`config.mk`:
```
export PLATFORM = sky130hd
export DESIGN_NAME = car_sim_flat
export DESIGN_NICKNAME = d
export VERILOG_FILES = /design/src/rtl/sensor_pkg.sv /design/src/rtl/car_sim_if.sv /design/src/rtl/phase_timer.sv /design/src/rtl/car_sim.sv /design/src/flat_wrapper.sv
export SDC_FILE = /design/constraint.sdc
export NUM_CORES = 1
export LEC_CHECK = 0
export BUFFER_PORTS_ARGS = -buffer_cell sky130_fd_sc_hd__buf_2
export CORE_AREA = 2 2 39 41
export DETAILED_ROUTE_END_ITERATION = 16
export DIE_AREA = 0 0 41 43
export PLACE_DENSITY = 0.68
export SYNTH_ARGS = -nofsm -noshare
export SYNTH_HDL_FRONTEND = slang
export SYNTH_SLANG_ARGS = --single-unit
```
`constraint.sdc`:
```
create_clock -name clk -period 1.65 [get_ports clk]
set_input_delay 0.33 -clock clk [delete_from_list [all_inputs] [get_ports clk]]
set_output_delay 0.33 -clock clk [all_outputs]
set_load 0.1 [all_outputs]
```
`src/rtl/sensor_pkg.sv`:
```
// Shared types and phase tables for the parking-lot car stimulus generator.
// Contents:
//   sim_state_t  - sequence FSM states (IDLE, PH1, PH2, PH3)
//   car_dir_t    - direction latched when a request is accepted
//   ENTER_SEQ    - {b,a} codes for PH1..PH3 of a car entering
//   EXIT_SEQ     - {b,a} codes for PH1..PH3 of a car leaving
//   phase_code() - {b,a} code for a given direction and state (IDLE -> 00)
package sensor_pkg;

  typedef enum logic [1:0] {IDLE = 2'd0, PH1 = 2'd1, PH2 = 2'd2, PH3 = 2'd3} sim_state_t;
  typedef enum logic {DIR_ENTER = 1'b0, DIR_EXIT = 1'b1} car_dir_t;

  localparam logic [1:0] ENTER_SEQ [3] = '{2'b01, 2'b11, 2'b10};
  localparam logic [1:0] EXIT_SEQ  [3] = '{2'b10, 2'b11, 2'b01};

  function automatic logic [1:0] phase_code(input car_dir_t dir, input sim_state_t state);
    logic [1:0] code;
    code = 2'b00;
    case (state)
      PH1:     code = (dir == DIR_ENTER) ? ENTER_SEQ[0] : EXIT_SEQ[0];
      PH2:     code = (dir == DIR_ENTER) ? ENTER_SEQ[1] : EXIT_SEQ[1];
      PH3:     code = (dir == DIR_ENTER) ? ENTER_SEQ[2] : EXIT_SEQ[2];
      default: code = 2'b00;
    endcase
    return code;
  endfunction

endpackage

```
`src/rtl/car_sim_if.sv`:
```
// Request/sensor bundle between a requester and the car_sim generator.
// Signals:
//   start_enter, start_exit - requests (driven by the requester)
//   a, b                    - photo-sensor lines (1 = blocked)
//   ready                   - generator idle, request will be sampled
//   done                    - one-cycle pulse at the end of a sequence
//   reject                  - one-cycle pulse when a request is refused
//   occupancy               - cars currently in the lot
// Modports: master = requester side, slave = generator side.
interface car_sim_if #(
  parameter int CAPACITY = 16
) ();
  localparam int OCC_W = $clog2(CAPACITY + 1);

  logic             start_enter;
  logic             start_exit;
  logic             a;
  logic             b;
  logic             ready;
  logic             done;
  logic             reject;
  logic [OCC_W-1:0] occupancy;

  modport master (
    output start_enter, start_exit,
    input  a, b, ready, done, reject, occupancy
  );

  modport slave (
    input  start_enter, start_exit,
    output a, b, ready, done, reject, occupancy
  );
endinterface

```
`src/rtl/phase_timer.sv`:
```
// Hold-time counter for one sensor phase.
// Ports:
//   clk     - system clock
//   reset_n - asynchronous active-low reset
//   clr     - restart the count at 0 on the next edge
//   expire  - high in the last cycle of a phase (count == HOLD_CYCLES-1)
// Parameter HOLD_CYCLES (>= 1): cycles per phase.
module phase_timer #(
  parameter int HOLD_CYCLES = 2
) (
  input  logic clk,
  input  logic reset_n,
  input  logic clr,
  output logic expire
);
  localparam int CNT_W = $clog2(HOLD_CYCLES + 1);
  localparam logic [CNT_W-1:0] LAST = CNT_W'(HOLD_CYCLES - 1);

  logic [CNT_W-1:0] cnt;

  always_ff @(posedge clk or negedge reset_n) begin
    if (!reset_n) begin
      cnt <= '0;
    end else if (clr) begin
      cnt <= '0;
    end else begin
      cnt <= cnt + 1'b1;
    end
  end

  assign expire = (cnt == LAST);
endmodule

```
`src/rtl/car_sim.sv`:
```
// Parking-lot car stimulus generator: drives the two photo-sensor lines
// through a complete enter or exit blocking sequence on request.
// Ports:
//   clk     - system clock
//   reset_n - asynchronous active-low reset; aborts any sequence at once
//   bus     - car_sim_if.slave: start_enter/start_exit in; a, b, ready,
//             done, reject, occupancy out
// Parameters: HOLD_CYCLES (cycles per phase, >= 1), CAPACITY (lot size).
// Optional feature macro CAR_SIM_OCC_EN: occupancy tracking with refusal of
// enters into a full lot and exits from an empty lot. Without it reject and
// occupancy are held at 0.
module car_sim
  import sensor_pkg::*;
#(
  parameter int HOLD_CYCLES = 2,
  parameter int CAPACITY    = 16
) (
  input  logic        clk,
  input  logic        reset_n,
  car_sim_if.slave    bus
);
  localparam int OCC_W = $clog2(CAPACITY + 1);

  sim_state_t       state, state_nx;
  car_dir_t         dir, dir_nx;
  logic [1:0]       ba_nx;
  logic             a_q, b_q, ready_q, done_q;
  logic             ready_nx, done_nx;
  logic             timer_clr, expire;
  logic             enter_ok, exit_ok;
  logic [OCC_W-1:0] occ;
  logic             reject_q;

  phase_timer #(.HOLD_CYCLES(HOLD_CYCLES)) u_timer (
    .clk     (clk),
    .reset_n (reset_n),
    .clr     (timer_clr),
    .expire  (expire)
  );

  always_comb begin
    state_nx  = state;
    dir_nx    = dir;
    done_nx   = 1'b0;
    timer_clr = 1'b0;
    case (state)
      IDLE: begin
        // Counter held at 0 so PH1 starts a fresh hold interval.
        timer_clr = 1'b1;
        if (bus.start_enter) begin
          // Enter has priority; a refused enter does not fall through to exit.
          if (enter_ok) begin
            state_nx = PH1;
            dir_nx   = DIR_ENTER;
          end
        end else if (bus.start_exit && exit_ok) begin
          state_nx = PH1;
          dir_nx   = DIR_EXIT;
        end
      end
      PH1: begin
        if (expire) begin
          state_nx  = PH2;
          timer_clr = 1'b1;
        end
      end
      PH2: begin
        if (expire) begin
          state_nx  = PH3;
          timer_clr = 1'b1;
        end
      end
      PH3: begin
        if (expire) begin
          state_nx  = IDLE;
          done_nx   = 1'b1;
          timer_clr = 1'b1;
        end
      end
      default: state_nx = IDLE;
    endcase
    ready_nx = (state_nx == IDLE);
    // Sensor lines come straight from flops, so each code change is clean.
    ba_nx    = phase_code(dir_nx, state_nx);
  end

  always_ff @(posedge clk or negedge reset_n) begin
    if (!reset_n) begin
      state   <= IDLE;
      dir     <= DIR_ENTER;
      a_q     <= 1'b0;
      b_q     <= 1'b0;
      ready_q <= 1'b1;
      done_q  <= 1'b0;
    end else begin
      state      <= state_nx;
      dir        <= dir_nx;
      {b_q, a_q} <= ba_nx;
      ready_q    <= ready_nx;
      done_q     <= done_nx;
    end
  end

`ifdef CAR_SIM_OCC_EN
  logic reject_nx;

  assign enter_ok  = (occ != OCC_W'(CAPACITY));
  assign exit_ok   = (occ != '0);
  assign reject_nx = (state == IDLE) &&
                     (bus.start_enter ? !enter_ok : (bus.start_exit && !exit_ok));

  always_ff @(posedge clk or negedge reset_n) begin
    if (!reset_n) begin
      occ      <= '0;
      reject_q <= 1'b0;
    end else begin
      reject_q <= reject_nx;
      // Count changes on the same edge that raises done.
      if (done_nx) begin
        occ <= (dir == DIR_ENTER) ? occ + 1'b1 : occ - 1'b1;
      end
    end
  end
`else
  assign enter_ok = 1'b1;
  assign exit_ok  = 1'b1;
  assign occ      = '0;
  assign reject_q = 1'b0;
`endif

  assign bus.a         = a_q;
  assign bus.b         = b_q;
  assign bus.ready     = ready_q;
  assign bus.done      = done_q;
  assign bus.reject    = reject_q;
  assign bus.occupancy = occ;
endmodule

```
`src/flat_wrapper.sv`:
```
// flat-port wrapper written by rule: the top's interface ports become plain ports
module car_sim_flat import sensor_pkg::*;
#(
  parameter int HOLD_CYCLES = 2,
  parameter int CAPACITY    = 16
)
  (clk, reset_n, bus_start_enter, bus_start_exit, bus_a, bus_b, bus_ready, bus_done, bus_reject, bus_occupancy);
  car_sim_if #(.CAPACITY(CAPACITY)) bus_i ();
  input  logic clk;
  input  logic reset_n;
  input wire logic [$bits(bus_i.start_enter)-1:0] bus_start_enter;
  input wire logic [$bits(bus_i.start_exit)-1:0] bus_start_exit;
  output wire logic [$bits(bus_i.a)-1:0] bus_a;
  output wire logic [$bits(bus_i.b)-1:0] bus_b;
  output wire logic [$bits(bus_i.ready)-1:0] bus_ready;
  output wire logic [$bits(bus_i.done)-1:0] bus_done;
  output wire logic [$bits(bus_i.reject)-1:0] bus_reject;
  output wire logic [$bits(bus_i.occupancy)-1:0] bus_occupancy;
  assign bus_i.start_enter = bus_start_enter;
  assign bus_i.start_exit = bus_start_exit;
  assign bus_a = bus_i.a;
  assign bus_b = bus_i.b;
  assign bus_ready = bus_i.ready;
  assign bus_done = bus_i.done;
  assign bus_reject = bus_i.reject;
  assign bus_occupancy = bus_i.occupancy;
  car_sim #(.HOLD_CYCLES(HOLD_CYCLES), .CAPACITY(CAPACITY)) u_core (.clk(clk), .reset_n(reset_n), .bus(bus_i));
endmodule
```
# Word-level counts from Yosys, hierarchy flattened
# Index checks and enable logic that the tools add are counted.
[op_classes]
muxes = 16
eq_ne = 7
n_reduce_logical = 3
n_addsub = 1
[op_table]
columns = ["operator", "count"]
rows = [
  ["2-bit 2-to-1 mux", 8],
  ["2-bit equality test, second input constant", 4],
  ["2-bit one-hot mux with 4 select lines", 1],
  ["2-bit by 1-bit equality test with 1-bit output, second input constant", 3],
  ["2-bit one-hot mux with 3 select lines", 1],
  ["1-bit 2-to-1 mux", 5],
  ["2-bit logical NOT", 2],
  ["3-bit OR reduction", 1],
  ["2-bit by 1-bit adder with 2-bit output, second input constant", 1],
  ["1-bit one-hot mux with 2 select lines", 1],
]
[word_totals]
out_inout_bits = 10
input_bits = 4
ff_bits = 9

# Longest topological paths before layout
[logic_depth]
ltp_word = 5
depth_mapped = 6
mapped_depth_nobuf = 5

# Cells and area by module
# From an unflattened synthesis, not the netlist that was laid out.
[hier_totals]
hier_cells = 47
area_unflattened_um2 = 454.2
[modules_own_cells]
columns = ["mod", "area_per_inst_um2", "instances", "cells_per_inst", "seq_area_each_um2"]
rows = [
  ["car_sim", 380.4, 1, 41, 176.4],
  ["phase_timer", 73.8, 1, 6, 50.0],
]

# Worst setup path after synthesis
# No wires, ideal clock.
[synth_timing]
path_type = "register to output"
start = "register u_core.a_q, in the netlist u_core.bus.a"
end = "output bus_a"
t_required_ps = 1320
path_stages_with_launch = 1
arrival_time_ps = 883
path_slack_ps = 437
path_cell_list = "dfrtp_1"
[synth_rtl]
columns = ["element", "line", "rtl"]
rows = [
  ["start, declared", "car_sim.sv:27", "logic a_q, b_q, ready_q, done_q;"],
  ["start signal, assigned", "car_sim.sv:98", "{b_q, a_q} <= ba_nx;"],
  ["end, declared", "flat_wrapper.sv:13", "output wire logic [$bits(bus_i.a)-1:0] bus_a;"],
]
# No word-level cell between the ends.

# Final worst setup path
[layout_timing]
start = "register u_core.ready_q, in the netlist u_core.bus.ready"
end = "output bus_ready"
[layout_rtl]
columns = ["element", "line", "rtl"]
rows = [
  ["start, declared", "car_sim.sv:27", ""],
  ["start signal, assigned", "car_sim.sv:99", "ready_q <= ready_nx;"],
  ["end, declared", "flat_wrapper.sv:15", "output wire logic [$bits(bus_i.ready)-1:0] bus_ready;"],
]
# No word-level cell between the ends.

==> reports/metrics.json <==
{
  "critical_path.slowest_cell": "sky130_fd_sc_hd__dfstp_2",
  "tns_ns": 0,
  "final_max_slew_viol_count": 0,
  "post_synth_inst_count": 44,
  "grt_pass1_wl_mm": 1.01,
  "synth_seq_cells": 9,
  "cts.root.buffer_cell": "sky130_fd_sc_hd__clkbuf_4",
  "placedCellCount": 63,
  "crit_buf_inv": 1,
  "route.detailed.wl_per_inst_um": 9.85,
  "detailed_place_hpwl_um": 506,
  "endpoint_of_the_worst_slack_reg_to_reg_timing_path": "u_core.bus.a",
  "most_common_library_cells_after_synthesis": "8 x sky130_fd_sc_hd__dfrtp_1, 7 x sky130_fd_sc_hd__buf_4",
  "max_clock_freq_mhz": 661,
  "post-cts-setup-buffer-count": 0,
  "dominant_combinational_cell_family_by_area_after_synthesis": "buffers and inverters",
  "grt_antenna_before_repair": 0,
  "clk_pin_slew_ns": 0.06,
  "cts-hold-fix-buffers": 1,
  "tritoncts": "built",
  "synth-warning-count": 0,
  "finalSetupViolCount": 0,
  "routabilityCongestion": 0.626,
  "clock-sinks": 9,
  "buffers_added_on_ports": 7,
  "fin_nets": 58,
  "fp.dieW_um": 41,
  "detail_route.drc_violations": 0,
  "setup_ws_ns": 0.137,
  "unrepaired_setup_endpoints_after_global_routing": "false",
  "grt_max_degree": 12,
  "setup.worst_path.start_class": "flop",
  "postPlaceCellArea_um2": 462,
  "worstPathRequired_ns": 1.32,
  "fin_worst_skew_ns": 0.00147,
  "cts_h_tree_depth": 1,
  "dr_total_vias": 302,
  "io_pins": 14,
  "core_area_um2": 1380,
  "cp.arrival_ns": 1.18,
  "number_of_enable_flip_flop_cells_after_synthesis": 0,
  "insertedDiodeCount": 0,
  "worst_hold_path_type": "input pin to flop",
  "timing.critical_path.from": "u_core.bus.ready",
  "yosysSeqAreaShare": 0.503,
  "worstReg2RegStart": "u_core.u_timer.cnt[0]",
  "netlist.top_cell.by_area": "sky130_fd_sc_hd__dfrtp_1",
  "clock_latency_ns": 0.26,
  "whs_endpoint": "u_core.dir",
  "synthSimpleGateAreaFrac": 0.131,
  "final-instance-count-excl-fill": 68,
  "dp_slack_ns": 0.418,
  "worst_setup_path_end_kind": "output port",
  "synth_xor_area_frac": 0.0194,
  "drt_pre_antenna_iters": 3,
  "cts_buffer_depth": 2,
  "detail-route-antenna-nets": 0,
  "grt_pass1_vias": 266,
  "synth.most_common_cell": "sky130_fd_sc_hd__dfrtp_1",
  "synth_cell_type_count": 26,
  "post_synth_instance_area_um2": 450,
  "reg2regPathDepth": 3,
  "final_min_period_over_clock_period": 0.917,
  "dominantRegCellSynth": "sky130_fd_sc_hd__dfrtp_1",
  "synth_top_area_cells": "sky130_fd_sc_hd__dfrtp_1 44%, sky130_fd_sc_hd__buf_4 12%, sky130_fd_sc_hd__dfstp_2 5.8%",
  "synthArstFlopShare": 1.00,
  "holdPathStages": 2,
  "compound_gate_portion_of_the_synthesized_area": 0.108,
  "hp-start": "bus_start_enter",
  "timing.critical_path.max_delay_family": "flip-flops",
  "multiplexer_area_fraction_after_synthesis": 0.0222,
  "syn_to_final_growth_pct": 10.6,
  "post_cts_resized": 0,
  "avgSynthCellArea_um2": 10.2,
  "outcome": "finished clean",
  "max_stage_delay_ns": 0.51,
  "critical_path.cell_chain": "buf_2",
  "timing_worst_setup_path_type": "flop to output port",
  "max_cap_violations": 0,
  "post-synth-top-area-fraction": 0.444,
  "worst-path-max-fanout": 1,
  "synthAdderAreaFrac": 0.0528,
  "post_route_cells_drive_above_1_share": 0.269,
  "finalWirelength_um": 670,
  "rrSetupSlack_ns": 0.42,
  "initial_core_util": 0.325,
  "die_extent_in_y_um": 43,
  "grt.overflow.total": 0,
  "groute.usage.overall": 0.0907,
  "final_hold_viol_count": 0,
  "postLayoutCellArea_um2": 498,
  "floorplan.rows": 14,
  "fin_crit_ns": 1.51,
  "design.die.area_um2": 1760,
  "vias_per_cell": 4.44,
  "cts_made_buffers": 3,
  "drt-initial-drc-count": 2
}
kinds of logic (layout without fill, tap and decap cells):
logic type / Yosys count / after routing
muxes: 1 / 1
buffers and inverters: 11 / 14
adders and majority gates: 2 / 2
xor gates and xnor gates: 1 / 1
AOI/OAI and AO/OA: 8 / 8
DFF: 9 / 9
and+or+nand+nor: 11 / 11
other: 1 / 6
layout make-up:
cell class	instances	area [um2]
clock buffer	4	26.3
fill	150	886
sequential	9	226
timing repair buffer	8	45.0
tap	16	20.0
inverter	2	7.51
multi-input combinational	29	173
flip-flops by register name, indices dropped and copies added, names as in the netlist:
register,count
u_core.u_timer.cnt,2
u_core.dir,1
u_core.bus.ready,1
u_core.bus.b,1
u_core.bus.done,1
u_core.state,2
u_core.bus.a,1
through the flow:
step                      hold WS (ns)  utilization
final                            0.275        0.360
after global routing             0.283        0.360
after CTS                        0.271        0.360
after detailed placement         0.188        0.334
after global placement           0.185        0.334
after floorplan                 0.0344            -
worst register-to-register path, delay by kind of cell, from the launching register on:
| family | cells | cell delay, ns |
|---|---|---|
| flops | 1 | 0.38 |
| fa+ha+maj | 2 | 0.63 |
| mux | 1 | 0.14 |
cell usage in the layout (no fill, tap or decap):
| cell type | instances |
|---|---|
| sky130_fd_sc_hd__o22ai_1 | 2 |
| sky130_fd_sc_hd__nor3b_1 | 1 |
| sky130_fd_sc_hd__maj3_2 | 1 |
| sky130_fd_sc_hd__dfrtp_1 | 8 |
| sky130_fd_sc_hd__nand2b_1 | 1 |
| sky130_fd_sc_hd__clkbuf_4 | 3 |
| sky130_fd_sc_hd__nor2b_1 | 1 |
| sky130_fd_sc_hd__ha_1 | 1 |
| sky130_fd_sc_hd__dfstp_2 | 1 |
| sky130_fd_sc_hd__clkbuf_1 | 1 |
| sky130_fd_sc_hd__buf_2 | 7 |
| sky130_fd_sc_hd__o21ai_1 | 1 |
| sky130_fd_sc_hd__nand3_1 | 1 |
| sky130_fd_sc_hd__dlygate4sd3_1 | 1 |
| sky130_fd_sc_hd__inv_2 | 1 |
| sky130_fd_sc_hd__nor2_1 | 1 |
| sky130_fd_sc_hd__a21oi_1 | 2 |
| sky130_fd_sc_hd__and3_1 | 1 |
| sky130_fd_sc_hd__conb_1 | 6 |
| sky130_fd_sc_hd__nand2_1 | 2 |
| sky130_fd_sc_hd__a21o_1 | 1 |
| sky130_fd_sc_hd__inv_1 | 1 |
| sky130_fd_sc_hd__a221oi_1 | 1 |
| sky130_fd_sc_hd__nor3_1 | 2 |
| sky130_fd_sc_hd__xnor2_1 | 1 |
| sky130_fd_sc_hd__o21ai_0 | 1 |
| sky130_fd_sc_hd__nor2_2 | 1 |
| sky130_fd_sc_hd__mux2i_1 | 1 |
worst max-delay path by stage:
stage                         to  slack, ns  depth (start not counted)
finish                 bus_ready       0.14                          1
global placement       bus_ready       0.42                          1
detailed placement  u_core.bus.a       0.42                          3
floorplan                  bus_a       0.44                          0
CTS                    bus_ready       0.13                          1
global route           bus_ready       0.11                          1
metal layers:
layer	wire [um]	global-route usage	vias to the layer above
li1	-	-	149
met1	246	0.0749	141
met2	359	0.153	10
met3	34	0.0157	2
met4	29	0.100	0
met5	0	0	-
Power is left out: the tool's default activity adds up to more than one toggle a clock period on the data nets, which glitch-free logic cannot reach.
